==> config.mk <==
export PLATFORM = sky130hd
export DESIGN_NAME = fpm_pipe
export DESIGN_NICKNAME = d
export VERILOG_FILES = /design/src/rtl/fpm_pipe.sv
export SDC_FILE = /design/constraint.sdc
export NUM_CORES = 1
export LEC_CHECK = 0
export CORE_ASPECT_RATIO = 0.75
export CORE_MARGIN = 2
export CORE_UTILIZATION = 60
export DETAILED_ROUTE_END_ITERATION = 16
export PLACE_DENSITY = 0.82
export SLEW_MARGIN = 20
export SYNTH_ARGS = -nofsm -noshare
export SYNTH_HDL_FRONTEND = slang
export SYNTH_SLANG_ARGS = --single-unit
export TNS_END_PERCENT = 50
==> constraint.sdc <==
create_clock -name clk -period 7 [get_ports clk]
set_input_delay 1.05 -clock clk [delete_from_list [all_inputs] [get_ports clk]]
set_output_delay 1.05 -clock clk [all_outputs]
set_load 0.01 [all_outputs]
==> src/rtl/fpm_pipe.sv <==
// fpm_pipe: three-stage pipelined floating-point multiplier.
//   S1 unpacks and classifies the operands and forms the biased exponent sum.
//   S2 forms the full significand product.
//   S3 normalises, rounds to nearest-even, resolves special cases and packs.
// Subnormal inputs are read as zero, and results that underflow are flushed
// to zero. A single global stall freezes the whole pipe while the output is
// blocked, so bubbles are never compressed.
// Ports:
//   clk, rst            rising-edge clock, synchronous active-high reset
//   in_valid/in_ready   operand handshake; a, b operands; in_tag carried tag
//   out_valid/out_ready result handshake; out product; out_tag matching tag
//   flag_ovf/unf/inv    overflow, flush-to-zero and invalid flags for out
module fpm_pipe #(
  parameter int unsigned EXP_W = 5,
  parameter int unsigned MAN_W = 10,
  parameter int unsigned TAG_W = 4,
  localparam int unsigned W    = 1 + EXP_W + MAN_W
) (
  input  logic             clk,
  input  logic             rst,
  input  logic             in_valid,
  output logic             in_ready,
  input  logic [W-1:0]     a,
  input  logic [W-1:0]     b,
  input  logic [TAG_W-1:0] in_tag,
  output logic             out_valid,
  input  logic             out_ready,
  output logic [W-1:0]     out,
  output logic [TAG_W-1:0] out_tag,
  output logic             flag_ovf,
  output logic             flag_unf,
  output logic             flag_inv
);

  localparam int unsigned PW = 2 * MAN_W + 2;
  localparam int unsigned EW = EXP_W + 2;
  localparam logic signed [EW-1:0] BIAS_E = EW'((1 << (EXP_W - 1)) - 1);
  localparam logic signed [EW-1:0] EMAX_E = EW'((1 << EXP_W) - 1);
  localparam logic [W-1:0] QNAN = {1'b0, {EXP_W{1'b1}}, 1'b1, {(MAN_W-1){1'b0}}};

  // Result-level special cases, already resolved from the operand classes.
  typedef struct packed {
    logic nan;
    logic inv;
    logic inf;
    logic zero;
  } spec_t;

  logic stall;
  assign stall    = out_valid && !out_ready;
  assign in_ready = !stall;

  // ---------------- S1: unpack / classify ----------------
  logic [EXP_W-1:0] ea, eb;
  logic [MAN_W-1:0] fa, fb;
  logic             a_zero, b_zero, a_inf, b_inf, a_nan, b_nan;
  logic             inf_x_zero;
  spec_t            spec_n;
  logic signed [EW-1:0] esum_n;

  always_comb begin
    ea = a[W-2 -: EXP_W];
    eb = b[W-2 -: EXP_W];
    fa = a[MAN_W-1:0];
    fb = b[MAN_W-1:0];
    a_zero = (ea == '0);
    b_zero = (eb == '0);
    a_inf  = (ea == '1) && (fa == '0);
    b_inf  = (eb == '1) && (fb == '0);
    a_nan  = (ea == '1) && (fa != '0);
    b_nan  = (eb == '1) && (fb != '0);
    inf_x_zero = (a_inf && b_zero) || (a_zero && b_inf);
    spec_n.nan  = a_nan || b_nan || inf_x_zero;
    // Quiet NaN inputs propagate silently; signalling ones raise invalid.
    spec_n.inv  = inf_x_zero || (a_nan && !fa[MAN_W-1]) || (b_nan && !fb[MAN_W-1]);
    spec_n.inf  = a_inf || b_inf;
    spec_n.zero = a_zero || b_zero;
    esum_n = $signed({2'b00, ea}) + $signed({2'b00, eb}) - BIAS_E;
  end

  logic                 s1_v, s2_v;
  logic                 s1_sign, s2_sign;
  spec_t                s1_spec, s2_spec;
  logic signed [EW-1:0] s1_exp, s2_exp;
  logic [MAN_W:0]       s1_ma, s1_mb;
  logic [PW-1:0]        s2_prod;
  logic [TAG_W-1:0]     s1_tag, s2_tag;

  // Datapath registers carry no reset; only the valids qualify them.
  always_ff @(posedge clk) begin
    if (!stall) begin
      s1_sign <= a[W-1] ^ b[W-1];
      s1_spec <= spec_n;
      s1_exp  <= esum_n;
      s1_ma   <= {1'b1, fa};
      s1_mb   <= {1'b1, fb};
      s1_tag  <= in_tag;
      // ---------------- S2: multiply ----------------
      s2_sign <= s1_sign;
      s2_spec <= s1_spec;
      s2_exp  <= s1_exp;
      s2_prod <= PW'(s1_ma) * PW'(s1_mb);
      s2_tag  <= s1_tag;
    end
  end

  // ---------------- S3: normalise / round / pack ----------------
  logic                 hi, guard, sticky, rnd;
  logic [MAN_W-1:0]     frac_t;
  logic [MAN_W:0]       frac_r;
  logic signed [EW-1:0] e_f;
  logic                 ovf, unf;
  logic [W-1:0]         res;
  logic                 res_ovf, res_unf, res_inv;

  always_comb begin
    hi = s2_prod[PW-1];
    if (hi) begin
      frac_t = s2_prod[PW-2 -: MAN_W];
      guard  = s2_prod[MAN_W];
      sticky = |s2_prod[MAN_W-1:0];
    end else begin
      frac_t = s2_prod[PW-3 -: MAN_W];
      guard  = s2_prod[MAN_W-1];
      sticky = |s2_prod[MAN_W-2:0];
    end
    rnd    = guard && (sticky || frac_t[0]);
    frac_r = {1'b0, frac_t} + (MAN_W+1)'(rnd);
    // A rounding carry leaves the fraction at zero and bumps the exponent.
    e_f = s2_exp + $signed({{(EW-1){1'b0}}, hi}) + $signed({{(EW-1){1'b0}}, frac_r[MAN_W]});
    ovf = (e_f >= EMAX_E);
    unf = e_f[EW-1] || (e_f == '0);

    res     = '0;
    res_ovf = 1'b0;
    res_unf = 1'b0;
    res_inv = 1'b0;
    if (s2_spec.nan) begin
      res     = QNAN;
      res_inv = s2_spec.inv;
    end else if (s2_spec.inf) begin
      res = {s2_sign, {EXP_W{1'b1}}, {MAN_W{1'b0}}};
    end else if (s2_spec.zero) begin
      res = {s2_sign, {(W-1){1'b0}}};
    end else if (ovf) begin
      res     = {s2_sign, {EXP_W{1'b1}}, {MAN_W{1'b0}}};
      res_ovf = 1'b1;
    end else if (unf) begin
      res     = {s2_sign, {(W-1){1'b0}}};
      res_unf = 1'b1;
    end else begin
      res = {s2_sign, e_f[EXP_W-1:0], frac_r[MAN_W-1:0]};
    end
  end

  always_ff @(posedge clk) begin
    if (rst) begin
      s1_v      <= 1'b0;
      s2_v      <= 1'b0;
      out_valid <= 1'b0;
      out       <= '0;
      out_tag   <= '0;
      flag_ovf  <= 1'b0;
      flag_unf  <= 1'b0;
      flag_inv  <= 1'b0;
    end else if (!stall) begin
      s1_v      <= in_valid;
      s2_v      <= s1_v;
      out_valid <= s2_v;
      // Bubbles leave a clean zero word behind instead of stale datapath bits.
      out       <= s2_v ? res : '0;
      out_tag   <= s2_v ? s2_tag : '0;
      flag_ovf  <= s2_v && res_ovf;
      flag_unf  <= s2_v && res_unf;
      flag_inv  <= s2_v && res_inv;
    end
  end

endmodule

==> After elaboration in Yosys (flattened, before gate mapping) <==
Index checks and enable logic that the tools add are counted.
{ "totals": {"regBits": 100, "latch_bits": 0, "ram_bits": 0, "rom_bits": 0, "inputBits": 40, "output_inout_bits": 25, "word_cells": 90, "mem_count": 0} }
{ "classes": {"addsub": 5, "mul": 1, "div_mod_pow": 0, "magnitude_cmp": 1, "eq_ne": 2, "shift": 0, "n_mux": 20, "n_bitwise": 1, "reduce_logical": 35} }
{ "op_table": {"columns": ["cell", "count"], "rows": [
  ["$mux W15", 4],
  ["$mux W16", 2],
  ["$mul A11 B11 Y22", 1],
  ["$logic_not A10 Y1", 2],
  ["$reduce_bool A10 Y1", 2],
  ["$add A7 B2 Y7", 2],
  ["$logic_and A1 B1 Y1", 13],
  ["$mux W1", 12],
  ["$add A10 B1 Y11", 1],
  ["$eq A5 B5 Y1 const B", 2],
  ["$logic_not A5 Y1", 2],
  ["$mux W10", 1],
  ["$reduce_or A10 Y1", 1],
  ["$logic_or A1 B1 Y1", 9],
  ["$reduce_or A9 Y1", 1],
  ["$ge A7 B6 Y1 const B", 1],
  ["$logic_not A7 Y1", 1],
  ["$sub A6 B4 Y7 const B", 1],
  ["$add A5 B5 Y6", 1],
  ["$logic_not A1 Y1", 4],
  ["$mux W4", 1],
  ["$xor A1 B1 Y1", 1]
]} }

==> Logic depth before layout (Yosys ltp) <==
Gate-level depths: netlist (run 1).
{ "logic_depth": {"word_depth": 14, "depth_mapped": 19, "ltp_nobuf": 18} }

==> Worst setup path after synthesis (run 1) <==
Ideal clock, no wire load.
{ "synth_timing": {"path_type": "register to register", "startpoint": "register s1_mb[9]", "endpoint": "register s2_prod[20] (data pin)", "setup_ps": 180, "arrival_ps": 4828, "required_ps": 6820, "setup_slack_ps": 1992, "path_stages_with_launch": 19, "path_buffers": 2, "period_less_slack_ps": 5008, "path_cell_list": "edfxtp_1 > clkbuf_1 > nand2_1 > fa_1 > inv_1 > fa_1 > fa_1 > fa_1 > inv_1 > fa_1 > inv_1 > ha_1 > clkbuf_1 > a21o_1 > a21o_1 > a21o_1 > a21o_1 > a2111o_1 > o311ai_1"} }
{ "synth_between": {"elab_chain_len": 1} }
{ "synth_lines": {"columns": ["element", "line", "text"], "rows": [
  ["start, declared", "85", "logic [MAN_W:0] s1_ma, s1_mb;"],
  ["start signal, assigned", "96", "s1_mb <= {1'b1, fb};"],
  ["$mul A11 B11 Y22", "102", "s2_prod <= PW'(s1_ma) * PW'(s1_mb);"],
  ["end signal, assigned", "102", null],
  ["end, declared", "86", "logic [PW-1:0] s2_prod;"]
]} }
No other way between the ends.
A chain may end at the register's enable or synchronous reset.

==> Worst setup path in the final report (run 1) <==
Ends and elaborated chain as after synthesis.

==> qor.csv, run 1 <==
metric,value,unit
outcome,"complete, no violations",
hold_viol,0,
drv_cap,0,
antenna_cells,0,
fmax,183,MHz
min_path_cells,0,
async_reset_ff_share,0,%
initial_utilization,61.8,%
post-cts-setup-buffers,0,
drt_iter0_drc,419,
dr.pass1.iters,5,
cts_max_level,3,
areaGrowthSynthToFinish,13.3,%
core,13100,um2
power_leakage,4.13,nW
critPathKind,flip-flop to flip-flop,
synth.most_common_cell,inv_1,
tightest_slew,1.04,ns
routed_wl,16.6,mm
gp_congestion,0.944,
max_slew_margin,30.4,%
syn_avg_cell_area,10.3,um2
tns,0,ns
path_clk_slew,0.07,ns
ys_types,55,
grt_use_met3,4.53,%
seq_area_frac_synth,34.0,%
portBuffers,64,
yosysWarnings,0,
busiest_layer,met2,
grt-ovfl-total,0,
ys_ff_latch,100,
netlist_area,8070,um2
grt_pass1_vias,5775,
synth_top_area_share,27.5,%
drive_gt1_share,2.97,%
p_per_area,387,nW/um2
cts_tree,yes,
worst_ir_drop_vdd,303,uV
synth_area_leaders,"edfxtp_1 28%, fa_1 20%, ha_1 11%, dfxtp_1 6.5%, inv_1 6.0%",
ctsResizeCount,0,
syn_nets,979,
met1_usage,36.1,%
drcViolationCount,0,
setup_slack,1.52,ns
p_total,3.54,mW
endpoint_kind,flip-flop,
place_ws,1.64,ns
skew,0.00745,ns
cts-root-buf,clkbuf_16,
final.period_utilization,78.2,%
worstPathRequired,7.16,ns
cts.sinks,100,
crit_arrival,5.63,ns
die_h,104,um
hold_buffers,0,
vias_per_cell,5.62,
routed-via-count,5689,
yosys_most_used_dff,edfxtp_1,
grt.total_usage,24.9,%
die_w,138,um
final_core_util,70.0,%
cp-start-kind,flip-flop,
dieArea,14400,um2
final_antenna_net_count,0,
synth_edf_count,74,
fin_crit,5.48,ns
antenna_found_initial,0,
fin_nets,1029,
hpwl,13.1,mm
synth_commonest_cells,"129 x inv_1, 93 x nand2_1, 82 x fa_1",
clock_latency,0.35,ns
r2r_cells,17,
hold_class,flip-flop to flip-flop,
maxSlewViolCount,0,
setup_violations,0,
rsz0062_at_grt,no,
clockBufferDepth,2,
cts_buffers,9,
yosys.area.top_type,edfxtp_1,
nFillCells,967,
avgRoutedWirePerCell,16.4,um
row_count,36,
grt_max_degree,90,
grt_pass1_wl,27.9,mm
cp_max_fo,11,
pin_count,65,
syn_inst,787,
met2_usage,38.9,%
==> where the power goes <==
group          internal [mW]  switching (mW)
Clock                  0.282           0.229
Combinational          0.906            1.16
Sequential             0.846           0.118
Total                   2.03            1.50
==> final cells by class <==
class,instances,area (um2),area share [%]
Multi-Input combinational cell,532,4750,51.9
Sequential cell,100,2740,30.0
Inverter,129,485,5.31
Clock buffer,9,225,2.46
Tap cell,171,214,2.34
Timing Repair Buffer,65,648,7.09
Clock inverter,7,78.8,0.862
==> registers in the layout, indices dropped and copies added, names as in the netlist, 4 cells and up <==
register,flops
out,16
out_tag,4
s1_exp,7
s1_ma,10
s1_mb,10
s1_spec,4
s1_tag,4
s2_exp,7
s2_prod,22
s2_spec,4
s2_tag,4
==> critical path: stages (launching register included) <==
cell and delay [ns]:
edfxtp_1 0.59, and2_1 0.27, fa_1 0.50, inv_1 0.05, fa_1 0.52, inv_1 0.06
fa_1 0.51, fa_1 0.54, inv_1 0.06, fa_1 0.53, inv_1 0.06, ha_1 0.38
nand2_1 0.11, nor2_1 0.21, nand3_1 0.16, a21oi_1 0.31, a211oi_2 0.10, o311ai_1 0.31
==> routing by layer <==
metal | vias to the layer above | wire, um
met5 | - | 0
met4 | 0 | 193
met3 | 19 | 871
met2 | 184 | 7640
met1 | 2785 | 7920
li1 | 2701 | -
==> path summary, 6_finish.rpt <==
check | startpoint | end | slack [ns]
setup / recovery | s1_mb[9] | s2_prod[20] | 1.52
hold / removal | s1_tag[0] | s2_tag[0] | 0.42
setup reg to reg | s1_mb[9] | s2_prod[20] | 1.52
hold reg to reg | s1_tag[0] | s2_tag[0] | 0.42
==> per-stage QoR <==
step                      hold slack [ns]  cells  instance area (um2)
after floorplan                     0.400    787                 8070
after CTS                           0.421   1013                 9140
after global placement              0.404    997                 8830
after global routing                0.423   1013                 9140
after detailed placement            0.405    997                 8830
final                               0.421   1013                 9140
==> kinds of logic (layout without fill, tap and decap cells) <==
logic type	Yosys count	after routing	synth area share [%]
AND/OR/NAND/NOR	231	231	14.1
adder cells (fa/ha/maj)	152	152	31.2
multiplexers	9	9	1.15
XOR/XNOR	33	33	3.58
AO/OA/AOI/OAI	107	107	8.73
flip-flops	100	100	34.0
buffers and inverters	155	210	7.23
==> placed cells by master (no fill, tap or decap), types with 3 or more instances in the layout <==
master	instances
xnor2_1	19
inv_1	128
and3_1	6
and2_1	46
nand3_1	21
clkdlybuf4s50_1	64
a21o_1	8
clkbuf_16	9
nor3_1	5
edfxtp_1	74
a31oi_1	3
o22ai_1	3
o21ai_0	16
fa_1	82
xor2_1	14
nor2b_1	6
a21oi_1	35
o21bai_1	3
nor2_1	28
nand4_1	3
mux2i_1	7
nor4_1	6
ha_1	70
inv_6	3
nand2_1	93
a21boi_0	3
a211oi_1	6
dfxtp_1	26
a22o_1	9
Power figures use the tool's default switching activity.
==> run 2, diff against run 1 <==
- clock period: 7 -> 5.45 ns (I/O delays scaled with it)
==> run 2 against run 1 <==
Net effect:
- sequential power up 27%
- non-clock buffer count up 25
- register-to-register slack worse by 1.3 ns
- fmax up 4.5%
- sequential share of layout area down 0.61 points
- hold slack better by 0.0011 ns
- via count up 2.3%
- count of clock-buffer cells in the layout up 1
- die area unchanged
- clock power up 27%
- sequential cell count unchanged
- combinational power up 30%
- largest power group unchanged
==> qor.csv, run 2 (synthesized netlist as in run 1, its figures left out) <==
metric,value,unit
clockBufferDepth,2,
hold_buffers,0,
cts-root-buf,clkbuf_16,
cp_max_fo,11,
grt.total_usage,25.7,%
setup_slack,0.212,ns
place_ws,0.199,ns
fin_nets,1054,
final.period_utilization,96.1,%
final_common_cell,inv_1,
min_from,s1_spec[2],
antenna_cells,0,
cp-start-kind,flip-flop,
worst_ir_drop_vdd,352,uV
grt-ovfl-total,0,
placed_cells,1002,
dieArea,14400,um2
cts_tree,yes,
routed_wl,17.3,mm
dr.pass1.iters,6,
hold_viol,0,
outcome,"complete, no violations",
portBuffers,64,
grt_pass1_vias,5800,
p_per_area,486,nW/um2
path_clk_slew,0.07,ns
most-common-layout-cells,"128 x inv_1, 93 x nand2_1, 82 x fa_1",
die_h,104,um
path_cells,and2_1 -> fa_1 -> fa_1 -> fa_1 -> fa_1 -> inv_1 -> fa_1 -> inv_1 -> ha_1 -> nand2_1 -> nor2_1 -> nand3_1 -> a21oi_1 -> a211oi_2 -> o311ai_1,
fin_crit,5.24,ns
clock_latency,0.35,ns
final_antenna_net_count,0,
hpwl,13.7,mm
gp_congestion,0.964,
vias_per_cell,5.61,
cts.sinks,100,
critPathKind,flip-flop to flip-flop,
routed-via-count,5820,
initial_utilization,61.8,%
power_leakage,4.26,nW
largest_reg_flops,22,
worstPathRequired,5.61,ns
die_w,138,um
cts_buffers,9,
hold_class,flip-flop to flip-flop,
setup_violations,0,
final_core_util,71.4,%
grt_pass1_wl,28.8,mm
skew,0.0111,ns
cpMostUsedCell,fa_1,
core,13100,um2
row_count,36,
hold_ws,0.423,ns
largest_register,s2_prod,
max_slew_margin,29.3,%
crit_arrival,5.40,ns
r2r_start,s1_ma[4],
drive_gt1_share,5.77,%
drv_cap,0,
cts_max_level,3,
grt_max_degree,90,
maxSlewViolCount,0,
cpPeakStageDelay,0.60,ns
avgRoutedWirePerCell,16.6,um
top_regs,"s2_prod (22), out (16)",
cp.buffers_inverters,2,
drt_iter0_drc,550,
endpoint_kind,flip-flop,
antenna_found_initial,0,
areaGrowthSynthToFinish,15.6,%
pin_count,65,
tightest_slew,1.06,ns
tns,0,ns
drcViolationCount,0,
fin_cells,1038,
setup.worst_path.start,s1_ma[4],
worst_path_max_delay_cell,fa_1,
fmax,191,MHz
critical_path.top_delay_family,adder cells,
run 2: through the flow:
step	total power, mW	area (um2)
global route	4.98	9330
finish	4.54	9330
floorplan	3.24	8070
global placement	3.72	8870
CTS	4.51	9170
detailed placement	3.83	8870
run 2: routing by layer:
metal | track usage [%] | share of wire [%]
met3 | 4.73 | 5.7
met2 | 40.3 | 46
met4 | 5.54 | 1.2
met5 | 0 | 0
met1 | 37.4 | 47
run 2: power breakdown:
part	leakage [nW]	total, mW	switching [mW]	internal, mW
logic	3.10	2.67	1.49	1.17
registers	1.01	1.22	0.137	1.09
clock network	0.149	0.648	0.285	0.363
run 2: worst reg2reg max path: cells and delay by family (launching register included):
| family | cells | cell delay [ns] |
|---|---|---|
| compound gates | 3 | 0.69 |
| buf+inv | 2 | 0.09 |
| fa+ha+maj | 6 | 3.00 |
| flops | 1 | 0.57 |
| simple gates | 4 | 0.69 |
run 2: worst paths after layout:
| path | endpoint | slack (ns) | cells after the start |
|---|---|---|---|
| worst min register to register | s2_spec[2] | 0.42 | 0 |
| worst max-delay path | s2_prod[20] | 0.21 | 15 |
| worst max register to register | s2_prod[20] | 0.21 | 15 |
| worst min-delay path | s2_spec[2] | 0.42 | 0 |
run 2: cell type report:
cell class / instances / area, um2
Sequential cell: 100 / 2740
Inverter: 129 / 485
Timing Repair Buffer: 90 / 836
Fill cell: 966 / 3730
Clock inverter: 6 / 72.6
Clock buffer: 10 / 229
Tap cell: 171 / 214
Multi-Input combinational cell: 532 / 4750
run 2: timing repair:
action                     in CTS  in global routing
setup endpoints to repair       0                  4
buffers inserted                0                 20
resized for setup               0                  1
==> run 3, diff against run 2 <==
- CORE_MARGIN: 2 -> not set
==> run 3 against run 2 <==
Net effect:
- first-iteration DRC count rose by 4.2%
- combinational power grew 2%
- utilization shrank 0.71 points
- highest routed layer unchanged
- sequential share of layout area up 0.29 points
- critical path depth increased by 3
- die area decreased by 3.3%
- count of clock-buffer cells in the layout unchanged
- design area is 0.99% lower
- largest power group unchanged
- critical path type unchanged
==> qor.csv, run 3 (synthesized netlist as in run 1, its figures left out) <==
metric,value,unit
grt-ovfl-total,0,
grt_pass1_vias,5770,
setup.worst_path.start,s1_ma[6],
path_clk_slew,0.07,ns
fmax,189,MHz
cp_max_fo,11,
cp-start-kind,flip-flop,
final.period_utilization,97.3,%
fin_nets,1044,
final_core_util,70.7,%
drt_iter0_drc,573,
cpPeakStageDelay,0.64,ns
die_h,102,um
endpoint_kind,flip-flop,
portBuffers,64,
largest_reg_flops,22,
p_total,4.56,mW
final_common_cell,inv_1,
gp_congestion,0.929,
final_antenna_net_count,0,
final_area,9240,um2
drive_gt1_share,4.90,%
min_from,s1_tag[0],
core,13100,um2
largest_register,s2_prod,
vias_per_cell,5.65,
initial_utilization,61.8,%
worstPathRequired,5.53,ns
grt_max_degree,64,
setup_violations,0,
dieArea,13900,um2
pin_count,65,
worst_path_max_delay_cell,edfxtp_1,
tightest_slew,0.743,ns
clockBufferDepth,2,
cts_tree,yes,
most-common-layout-cells,"128 x inv_1, 93 x nand2_1, 82 x fa_1",
critical_path.top_delay_family,adder cells,
grt_pass1_wl,28.5,mm
hpwl,13.8,mm
grt.total_usage,27.1,%
worst_ir_drop_vdd,333,uV
row_count,36,
fin_crit,5.30,ns
r2r_start,s1_ma[6],
top_regs,"s2_prod (22), out (16)",
tns,0,ns
hold_class,flip-flop to flip-flop,
dr.pass1.iters,7,
cts_buffers,9,
nFillCells,982,
areaGrowthSynthToFinish,14.5,%
antenna_cells,0,
antenna_found_initial,0,
avgRoutedWirePerCell,17.0,um
maxSlewViolCount,0,
critPathKind,flip-flop to flip-flop,
dpl_cell_area,8890,um2
skew,0.00918,ns
routed-via-count,5804,
clock_latency,0.35,ns
p_per_area,494,nW/um2
cts.sinks,100,
outcome,"complete, no violations",
die_w,136,um
hold_viol,0,
drcViolationCount,0,
rsz0062_at_grt,no,
cts-root-buf,clkbuf_16,
power_leakage,4.20,nW
max_slew_margin,50.5,%
routed_wl,17.5,mm
drv_cap,0,
cts_max_level,3,
crit_arrival,5.38,ns
path_cells,nand2_1 -> fa_1 -> inv_1 -> fa_1 -> inv_1 -> fa_1 -> inv_1 -> fa_1 -> inv_1 -> fa_1 -> inv_1 -> ha_1 -> a21oi_1 -> o21ai_0 -> nand2_1 -> a21oi_2 -> a211oi_2 -> o311ai_2,
cp.buffers_inverters,5,
## run 3: worst reg2reg max path: stages (launching register included)
cell      delay, ns
edfxtp_1       0.64
nand2_1        0.14
fa_1           0.53
inv_1          0.06
fa_1           0.50
inv_1          0.05
fa_1           0.47
inv_1          0.05
fa_1           0.53
inv_1          0.05
fa_1           0.53
inv_1          0.04
ha_1           0.37
a21oi_1        0.26
o21ai_0        0.11
nand2_1        0.16
a21oi_2        0.11
a211oi_2       0.29
o311ai_2       0.14
## run 3: worst paths after layout
path                 end  slack, ns  cells after the start
max reg2reg  s2_prod[20]       0.15                     18
min            s2_tag[0]       0.42                      0
min reg2reg    s2_tag[0]       0.42                      0
max          s2_prod[20]       0.15                     18
## run 3: layout make-up
cell class	count	area [um2]	share of cell area, %
timing repair buffer	80	761	8.24
multi-input combinational	532	4760	51.5
sequential	100	2740	29.7
inverter	129	485	5.26
tap	171	214	2.32
clock inverter	6	47.5	0.515
clock buffer	10	229	2.48
## run 3: stage by stage
step	std cells	setup WS (ns)	hold slack [ns]
after global placement	1005	0.346	0.405
after CTS	1021	0.145	0.422
after detailed placement	1005	0.174	0.405
final	1028	0.148	0.421
after global routing	1028	0.0279	0.435
after floorplan	787	0.442	0.400
## run 3: per-layer routing
metal / wire, um / up-vias / track usage [%]
li1: - / 2731 / -
met1: 7990 / 2827 / 37.6
met2: 8150 / 221 / 44.5
met3: 1150 / 25 / 5.26
met4: 225 / 0 / 6.41
met5: 0 / - / 0
## run 3: timing repair
item | in CTS | in global routing
endpoints found under the setup margin | 0 | 4
hold buffers | 0 | 0
gates resized for setup | 0 | 3
setup buffers | 0 | 7
## run 3: where the power goes
part           internal (mW)  switching (mW)  leakage [nW]
Sequential              1.09           0.137          1.01
Combinational           1.18            1.55          3.05
Clock                  0.317           0.292         0.140
Total                   2.58            1.98          4.20
